$ cat src/rtl/debounce_pkg.sv
// debounce_pkg: shared defaults and width helpers for the button debouncer
package debounce_pkg;
  localparam int DEF_N_CH = 5;
  localparam int DEF_CLK_HZ = 100_000_000;
  localparam int DEF_TICK_HZ = 1000;
  localparam int DEF_STABLE_TICKS = 10;
  localparam int DEF_REPEAT_DELAY = 500;
  localparam int DEF_REPEAT_RATE = 100;
  function automatic int clog2(input int v);
    int r;
    r = 0;
    while ((1 << r) < v) r++;
    return r;
  endfunction
  function automatic int max2(input int a, input int b);
    return a > b ? a : b;
  endfunction
endpackage

$ cat src/rtl/debounce_chan.sv
// debounce_chan: one button channel with synchroniser, stability filter, edge pulses and auto-repeat
module debounce_chan
  import debounce_pkg::*;
#(
  parameter int STABLE_TICKS = DEF_STABLE_TICKS,
  parameter int REPEAT_EN = 0,
  parameter int REPEAT_DELAY = DEF_REPEAT_DELAY,
  parameter int REPEAT_RATE = DEF_REPEAT_RATE
) (
  input  logic clk,
  input  logic rst_n,
  input  logic tick,
  input  logic btn,
  output logic level,
  output logic press,
  output logic rel,
  output logic rpt
);
  localparam int CW = clog2(STABLE_TICKS + 1);
  localparam int RW = clog2(max2(REPEAT_DELAY, REPEAT_RATE) + 1);
  localparam logic [CW-1:0] CMAX = CW'(STABLE_TICKS - 1);
  localparam logic [RW-1:0] RDLY = RW'(REPEAT_DELAY);
  localparam logic [RW-1:0] RRATE = RW'(REPEAT_RATE);
  logic s1, s2, first, accept;
  logic [CW-1:0] cnt;
  logic [RW-1:0] rcnt, rnext;
  always_comb begin
    accept = tick && (s2 != level) && (cnt == CMAX);
    rnext = rcnt + 1'b1;
  end
  always_ff @(posedge clk) begin
    if (!rst_n) begin
      s1 <= 1'b0;
      s2 <= 1'b0;
      cnt <= '0;
      rcnt <= '0;
      first <= 1'b1;
      level <= 1'b0;
      press <= 1'b0;
      rel <= 1'b0;
      rpt <= 1'b0;
    end else begin
      s1 <= btn;
      s2 <= s1;
      press <= accept && s2;
      rel <= accept && !s2;
      rpt <= 1'b0;
      if (tick) cnt <= (s2 == level || accept) ? '0 : cnt + 1'b1;
      if (accept) level <= s2;
      // the press cycle and any released cycle restart the repeat phase
      if (accept || !level) begin
        rcnt <= '0;
        first <= 1'b1;
      end else if (tick) begin
        if (rnext == (first ? RDLY : RRATE)) begin
          rpt <= REPEAT_EN != 0;
          rcnt <= '0;
          first <= 1'b0;
        end else begin
          rcnt <= rnext;
        end
      end
    end
  end
endmodule

$ cat src/rtl/debounce_bank.sv
// debounce_bank: shared tick prescaler feeding N_CH independent debounce channels
module debounce_bank
  import debounce_pkg::*;
#(
  parameter int N_CH = DEF_N_CH,
  parameter int CLK_HZ = DEF_CLK_HZ,
  parameter int TICK_HZ = DEF_TICK_HZ,
  parameter int STABLE_TICKS = DEF_STABLE_TICKS,
  parameter int REPEAT_EN = 0,
  parameter int REPEAT_DELAY = DEF_REPEAT_DELAY,
  parameter int REPEAT_RATE = DEF_REPEAT_RATE
) (
  input  logic            clk,
  input  logic            rst_n,
  input  logic [N_CH-1:0] btn_in,
  output logic [N_CH-1:0] level,
  output logic [N_CH-1:0] press,
  output logic [N_CH-1:0] rel,
  output logic [N_CH-1:0] rpt,
  output logic            tick
);
  localparam int DIV = CLK_HZ / TICK_HZ;
  localparam int PW = clog2(DIV);
  localparam logic [PW-1:0] PMAX = PW'(DIV - 1);
  logic [PW-1:0] pc;
  always_ff @(posedge clk) begin
    if (!rst_n) begin
      pc <= '0;
      tick <= 1'b0;
    end else begin
      pc <= (pc == PMAX) ? '0 : pc + 1'b1;
      tick <= pc == PMAX;
    end
  end
  for (genvar g = 0; g < N_CH; g++) begin : g_ch
    debounce_chan #(
      .STABLE_TICKS(STABLE_TICKS),
      .REPEAT_EN(REPEAT_EN),
      .REPEAT_DELAY(REPEAT_DELAY),
      .REPEAT_RATE(REPEAT_RATE)
    ) u_chan (
      .clk(clk),
      .rst_n(rst_n),
      .tick(tick),
      .btn(btn_in[g]),
      .level(level[g]),
      .press(press[g]),
      .rel(rel[g]),
      .rpt(rpt[g])
    );
  end
endmodule

$ cat config.mk
export PLATFORM = sky130hd
export DESIGN_NAME = debounce_bank
export DESIGN_NICKNAME = d
export VERILOG_FILES = /design/src/rtl/debounce_pkg.sv /design/src/rtl/debounce_chan.sv /design/src/rtl/debounce_bank.sv
export SDC_FILE = /design/constraint.sdc
export NUM_CORES = 1
export LEC_CHECK = 0
export ABC_AREA = 1
export CAP_MARGIN = 20
export CORE_AREA = 2 2 76 78
export DETAILED_ROUTE_END_ITERATION = 8
export DIE_AREA = 0 0 78 80
export PLACE_DENSITY = 0.76
export SLEW_MARGIN = 25
export SYNTH_ARGS = -nofsm -noshare
export SYNTH_HDL_FRONTEND = slang
export SYNTH_SLANG_ARGS = --single-unit
$ cat constraint.sdc
create_clock -name clk -period 1.6 [get_ports clk]
set_input_delay 0.16 -clock clk [delete_from_list [all_inputs] [get_ports clk]]
set_output_delay 0.16 -clock clk [all_outputs]
set_load 0.02 [all_outputs]
======== Word level (Yosys, flattened, before mapping) ========
Index checks and enable logic that the tools add are counted.
storage, ports and cells
  flip-flop bits (word level) ............. 63
  logic and storage cells ................. 91
  input bits .............................. 7
  output and inout bits ................... 21
operators by class
  eq/ne operators ......................... 16
  add/sub/neg operators ................... 6
  reductions and logical operators ........ 31
  multiplexer cells ....................... 5
  bitwise logic cells ..................... 1
operators with widths
  operator               count
  $add 4x1->4 const B    5
  $eq 4x4->1 const B     5
  $logic_and 1x1->1      20
  $mux 4                 5
  $add 17x1->17 const B  1
  $eq 17x17->1 const B   1
  $eq 1x1->1             5
  $logic_not 1->1        5
  $logic_or 1x1->1       5
  $ne 1x1->1             5
  $reduce_or 2->1        1
  $not 1->1              1

======== Depth between registers and ports, before layout ========
Gate-level depths: netlist (run 1).
  word-level depth ........................ 5
  depth in mapped cells ................... 8
  depth with buffers taken out ............ 7

======== Cells and area by module ========
A second synthesis (run 1) with hierarchy kept.
unflattened totals
  cell total of the unflattened synthesis .. 422
  area, all modules ....................... 3,076.7 sq um
modules (own cells, without submodules)
  module         instances  area an instance (sq um)  cells an instance  sequential area each (sq um)
  debounce_chan  5          424.2                     56                 180.2
  debounce_bank  1          955.9                     142                360.3

======== Worst setup path before layout (run 1) ========
No wires, ideal clock.
  kind .................................... reg-to-reg
  start ................................... register pc[0]
  end ..................................... register pc[15]
  path slack .............................. 342 ps
  stages on the path, launching flop included .. 8
  data required time ...................... 1,478 ps
  library setup time ...................... 122 ps
  buffers on the path ..................... 1
  period minus slack after synthesis ...... 1,258 ps
  arrival time ............................ 1,136 ps
  cell sequence ........................... dfxtp_1 > ha_1 > nand3_1 > inv_2 > nand3_2 > nand2_4 > buf_6 > a21oi_1
between the ends
  longest elaborated chain between the ends .. 2
  elaborated cells on any way between the ends .. 3
  classes of those cells .................. add/sub (1); eq/ne (1); reduce/logical (1)
ends and longest elaborated chain
  element                                                                line                 text
  start: declaration                                                     debounce_bank.sv:25  logic [PW-1:0] pc;
  start signal: assignment                                               debounce_bank.sv:31  pc <= (pc == PMAX) ? '0 : pc + 1'b1;
  parallel branches: the longest is 2 deep, another holds $add 17x1->17  -
Several ways; the timed one is not identified.
A chain may end at the register's enable or synchronous reset.

======== Final worst setup path (run 1) ========
  start ................................... register g_ch[2].u_chan.level
  end ..................................... output level[2]
RTL lines
  element                   line                 text
  start: declaration        debounce_chan.sv:14  output logic level,
  start signal: assignment  debounce_chan.sv:38  level <= 1'b0;
  start signal: assignment  debounce_chan.sv:49  if (accept) level <= s2;
  end: declaration          debounce_bank.sv:16  output logic [N_CH-1:0] level,
No word-level cell between the ends.

==> results by group, run 1 <==
Floorplanning
  • Ports: 28
  • Rows: 27
  • DIE WIDTH: 78 µm
  • Die Height: 80 µm
  • Core Region: 5410 µm²
  • Total die area: 6240 µm²
  • Starting Density: between 50% and 60%

Routing
  • Vias per cell: 4.77
  • TritonRoute pass-1 iters: 4
  • Final wirelength: 5.01 mm
  • Initial DRC Count: 119
  • Post-route ant nets: 0
  • DR DRC count: 0
  • WL/cell: around 10 µm
  • DR vias: 2283

Global routing
  • Antenna violations before repair: 0
  • Largest net degree at the start of global routing: 30
  • First-pass GRT wire length: 8.60 mm
  • Tot GR Track Use: ~18%
  • Vias in the first global route: between 2k and 2.5k
  • GRT overflow: 0

Synth
  • Register area share after synthesis: approximately 43%
  • Synthesized flop and latch total: 63
  • Synth Flop Type: dfxtp_1
  • Post-synth EDFFs: 0
  • Number of distinct library cells after synthesis: 26
  • Async SR Flop Fraction: 0%
  • Syn. warnings: 0
  • Syn avg cell area: 7.46 µm²
  • Cell area after synthesis: around 3000 µm²
  • Synthesized instance count: 392

STA
  • Final Hold Fails: 0
  • Fin. max-slew vios: 0
  • Min cycle time layout: 1.51 ns
  • Final Cycle Share: between 90% and 100%
  • FMAX: 0.664 GHz
  • Setup TNS: 0 ns
  • Hold WS: approximately 0.36 ns
  • RSZ-0062 raised after global routing: false
  • Slack of the critical path: 0.0943 ns
  • Fin Clk Skew: between 0.005 and 0.006 ns
  • Setup violations, final: 0

Finish
  • Nets: 421
  • Share of layout cells above drive strength 1: 6.39%
  • Design area: 3290 µm²
  • Core Util, Final: 60.9%
  • Inserted Diodes: 0
  • Most common cell after layout, fill and taps aside: nand2_1
  • Area Growth Syn to Fin: 12.6%
  • Most frequent cells in the layout: nand2_1, dfxtp_1, nor2_1

Critical path
  • CP Capture Type: primary output
  • CP max-delay cell: clkdlybuf4s50_1
  • Critical path, cell by cell: clkdlybuf4s50_1
  • Top delay family on crit path: buffers and inverters
  • Crit path largest cell delay: 0.63 ns
  • Crit path DAT: 1.35 ns
  • Worst Path Max Fanout: 4
  • Crit start category: flip-flop
  • WP buf/inv: 1
  • Required @ worst endpoint: 1.44 ns
  • Type of the worst setup path: reg2out

Clocking
  • CTS tree: built
  • CTS Root Cell: clkbuf_8
  • Post-cts hold buffer count: 0
  • PostCTS Resize Cnt: 0
  • Setup Buffers After CTS: 0
  • Clock transition at path regs: approximately 0.07 ns
  • H-Tree Depth: 3
  • CTS Buffer Depth: 2
  • CTS Buf Count: 9
  • Worst skew pair latency: 0.33 ns
  • Clock sink count: 63

Placed design
  • RePlAce Congestion: 0.817
  • Final HPWL DP: 3.54 mm
  • I/O Buffers: 22
  • Area after DPL: between 3000 and 4000 µm²
  • Placement Setup Slack: 0.243 ns

Status
  • Status: completed

Pwr
  • Peak VDD IR: ~0.8 mV
  • Cell Pwr Density: 964 nW/µm²
  • Static Leakage: about 1.4 nW

Run
  • Max cap viols: 0

Worst hold path
  • Hold crit path type: in2reg
[sequential cells by signal (all words and copies together), names as in the netlist]
signal,cells
g_ch.u_chan.level,5
tick,1
pc,17
g_ch.u_chan.press,5
g_ch.u_chan.cnt,20
g_ch.u_chan.s1,5
g_ch.u_chan.rel,5
g_ch.u_chan.s2,5
[where the power goes]
| part | switching, mW | internal (mW) | total (mW) |
|---|---|---|---|
| logic | 0.0619 | 0.0364 | 0.0983 |
| registers | 0.0144 | 1.59 | 1.60 |
| clock network | 0.569 | 0.906 | 1.48 |
[final timing paths]
path	startpoint	end	slack, ns	depth (start not counted)
setup reg to reg	pc[0]	pc[11]	0.25	6
hold reg to reg	g_ch[3].u_chan.s1	g_ch[3].u_chan.s2	0.42	2
setup / recovery	g_ch[2].u_chan.level	level[2]	0.09	1
hold / removal	btn_in[4]	g_ch[4].u_chan.s1	0.36	3
[metal layers]
| metal | global-route usage (%) | part of all wire [%] |
|---|---|---|
| met5 | 0 | 0 |
| met2 | 29.4 | 48 |
| met1 | 20.4 | 48 |
| met3 | 6.00 | 3.4 |
| met4 | 7.37 | 0.54 |
[final cells by class]
class	count	area, µm²
Inverter	47	176
Timing Repair Buffer	26	263
Tap cell	72	90.1
Sequential cell	63	1260
Fill cell	468	2110
Clock inverter	4	70.1
Multi-Input combinational cell	256	1290
Clock buffer	11	141
[metrics by stage]
step	cells	power, mW
finish	479	3.17
global route	479	3.30
CTS	479	3.21
detailed placement	464	1.73
global placement	464	1.73
floorplan	396	1.71
[worst min-delay path, delay by kind of cell]
kind / cells / cell delay, ns
buffers and inverters: 2 / 0.42
AND/OR/NAND/NOR: 1 / 0.06
[logic make-up (layout without fill, tap and decap cells)]
| logic type | Yosys count | count (layout) | synth area share, % |
|---|---|---|---|
| and+or+nand+nor | 192 | 192 | 28.8 |
| adders and majority gates | 11 | 11 | 4.70 |
| buffers and inverters | 77 | 88 | 13.2 |
| DFF | 63 | 63 | 43.1 |
| xor gates and xnor gates | 13 | 13 | 3.89 |
| other | 1 | 5 | 0.128 |
| AOI/OAI and AO/OA | 35 | 35 | 6.12 |
[cells in the mapped netlist (5+ instances only)]
cell / instances / area, µm²
a21oi_1: 30 / 150
buf_4: 21 / 158
dfxtp_1: 63 / 1260
ha_1: 11 / 138
inv_1: 46 / 173
nand2_1: 88 / 330
nand3_1: 29 / 145
nand3b_1: 5 / 37.5
nand4_1: 8 / 50.1
nor2_1: 47 / 176
nor3_1: 6 / 30.0
xor2_1: 9 / 78.8
(Power assumes the default switching activity.)
==> run 2: changes to the inputs <==
CORE_AREA = 2 2 79 81   (was 2 2 76 78)
DIE_AREA = 0 0 81 83   (was 0 0 78 80)
PLACE_DENSITY = 0.74   (was 0.76)
clock period = 1.2 ns   (was 1.6 ns; I/O delays follow)
==> results by group, run 2 (synthesis results as in run 1) <==
Finish
  • Share of layout cells above drive strength 1: 25.4% (+19 points)
  • Area Growth Syn to Fin: 27.2%
  • Area of the multi-input gates: 1460 µm² (+13%)
  • Sequential cell area: 1290 µm² (+2.1%)
  • Core Util, Final: 64.0% (+3.0 points)
  • Most frequent cells in the layout: nand2_1, dfxtp_1, inv_1
  • Number of flip-flops in the largest register: 20 (unchanged)
  • Inserted Diodes: 0 (unchanged)
  • Nets: 450 (+6.9%)
  • Design area: 3720 µm² (+13%)
  • Largest register by flop count: g_ch.u_chan.cnt
  • Fillcell total: 494 (+5.6%)
  • Largest registers: g_ch.u_chan.cnt (20), pc (17)
  • Final Non-Filler Cells: 512 (+6.9%)
  • Most common cell after layout, fill and taps aside: nand2_1

STA
  • Hold WS: 0.301 ns (-0.0560 ns)
  • Min cycle time layout: between 1 and 1.5 ns
  • RSZ-0062 raised after global routing: true
  • Fin. max-slew vios: 0 (unchanged)
  • FMAX: roughly 0.83 GHz
  • Setup violations, final: 1 (+1)
  • Slack of the critical path: -0.00312 ns (-0.0974 ns)
  • Final Hold Fails: 0 (unchanged)
  • Final Cycle Share: 100%
  • Fin Clk Skew: 0.00677 ns (+0.00137 ns)
  • Setup TNS: -0.00312 ns (-0.00312 ns)

Floorplanning
  • DIE WIDTH: 81 µm (+3.8%)
  • Ports: 28 (unchanged)
  • Starting Density: 50.3% (-3.8 points)
  • Rows: 28 (+3.7%)
  • Die Height: 83 µm (+3.8%)
  • Total die area: 6720 µm² (+7.7%)
  • Core Region: 5820 µm² (+7.6%)

Clocking
  • Worst skew pair latency: 0.35 ns (+0.02 ns)
  • Clock transition at path regs: 0.07 ns (about the same)
  • CTS Buf Count: 9 (unchanged)
  • Clock sink count: 63 (unchanged)
  • H-Tree Depth: 3 (unchanged)
  • CTS tree: built
  • Post-cts hold buffer count: 0 (unchanged)
  • CTS Root Cell: clkbuf_8
  • CTS Buffer Depth: 2 (unchanged)

Run
  • Max cap viols: 0 (unchanged)

Critical path
  • CP Capture Type: flip-flop
  • Required @ worst endpoint: 1.47 ns (+0.03 ns)
  • Top delay family on crit path: simple AND/OR/NAND/NOR gates
  • Critical path, cell by cell: ha_4 -> nand3_2 -> nor2_2 -> nand3_1 -> a21oi_1
  • Worst Path Max Fanout: 4 (unchanged)
  • Crit path largest cell delay: 0.36 ns (-0.27 ns)
  • Type of the worst setup path: reg2reg
  • CP max-delay cell: dfxtp_2
  • Crit start category: flip-flop
  • WP buf/inv: 0 (-1)
  • Crit path DAT: 1.48 ns (+0.13 ns)

Pwr
  • Switching Fraction: 22.0% (+1.6 points)
  • Cell Pwr Density: 1140 nW/µm² (+18%)
  • PnR Total Power: 4.23 mW (+33%)
  • Clock share of power: 45.6% (-0.9 points)
  • Peak VDD IR: 0.777 mV (-3.5%)
  • Reg power frac: 50.4% (about the same)
  • Combinational share of power: 4.1% (+1.0 points)
  • Static Leakage: 1.59 nW (+17%)
  • P_int: 3.30 mW (+31%)
  • Sw Pwr: 0.930 mW (+44%)

Routing
  • Post-route ant nets: 0 (unchanged)
  • TritonRoute pass-1 iters: 4 (unchanged)
  • Vias per cell: 4.95 (+3.8%)
  • DR vias: 2534 (+11%)
  • M1 WL: 2.71 mm (+13%)
  • Met3 WL: 389 µm (+130%)
  • Initial DRC Count: 209 (+76%)
  • WL/cell: 12.2 µm (+17%)
  • Highest Signal Layer: met4
  • Final wirelength: 6.24 mm (+25%)
  • Met2 wire len: 3.03 mm (+25%)
  • DR DRC count: 0 (unchanged)

Global routing
  • Antenna violations before repair: 0 (unchanged)
  • GRT overflow: 0 (unchanged)
  • Largest net degree at the start of global routing: 30 (unchanged)
  • Vias in the first global route: 2241 (+8.1%)
  • First-pass GRT wire length: 9.32 mm (+8.3%)
  • Tot GR Track Use: 17.4% (-0.10 points)

Placed design
  • Area after DPL: 3240 µm² (+5.0%)
  • I/O Buffers: 22 (unchanged)
  • Final HPWL DP: 3.83 mm (+8.3%)
  • Placed cells: 484 (+4.3%)
  • Placement Setup Slack: -0.0432 ns (-0.286 ns)
  • RePlAce Congestion: 0.841 (+3.0%)

Status
  • Status: complete, but fails checks
  • Failing checks: setup timing

Worst hold path
  • Hold crit path type: in2reg
[run 2: cell count changes in the layout (fill, tap and decap cells not counted), moves of 10 or more]
cell,delta
dlygate4sd2_1,+10
clkdlybuf4s50_1,-16
buf_4,+23
dfxtp_2,+15
dfxtp_1,-17
nor2_1,-13
nor2_2,+13
[run 2: power by group through the flow]
| stage | sequential (mW) | combinational (mW) | clock [mW] |
|---|---|---|---|
| after floorplan | 2.18 | 0.101 | 0 |
| after global placement | 2.18 | 0.143 | 0 |
| after detailed placement | 2.18 | 0.146 | 0 |
| after CTS | 2.14 | 0.151 | 1.95 |
| after global routing | 2.14 | 0.192 | 2.02 |
| final | 2.13 | 0.172 | 1.93 |
[run 2: final timing paths]
check	startpoint	endpoint	slack (ns)	depth (start not counted)
worst max-delay path	pc[1]	pc[16]	-0.003	5
worst min-delay path	btn_in[3]	g_ch[3].u_chan.s1	0.30	3
worst max register to register	pc[1]	pc[16]	-0.003	5
worst min register to register	g_ch[3].u_chan.s1	g_ch[3].u_chan.s2	0.42	2
[run 2: cell type report]
class	instances	share of cell area, %
clock buffer	13	4.54
inverter	47	4.74
multi-input combinational	258	39.3
clock inverter	3	1.08
timing repair buffer	53	13.2
sequential	63	34.6
tap	75	2.52
[run 2: worst register-to-register path, delay by kind of cell, from the launching register on]
kind,cells,cell delay (ns)
AND/OR/NAND/NOR,3,0.45
flip-flops,1,0.36
AO/OA/AOI/OAI,1,0.17
adder cells (fa/ha/maj),1,0.16
[run 2: what timing repair did]
action                                  CTS  global route
gates cloned                              0             4
setup buffers                             0             8
pin swaps                                 1            16
endpoints found under the setup margin   33            43
resized for setup                        25            58
[run 2: metal layers]
layer	GRT usage (%)	vias to the layer above
li1	-	1300
met1	22.4	1152
met2	27.2	70
met3	4.57	12
met4	7.55	0
met5	0	-
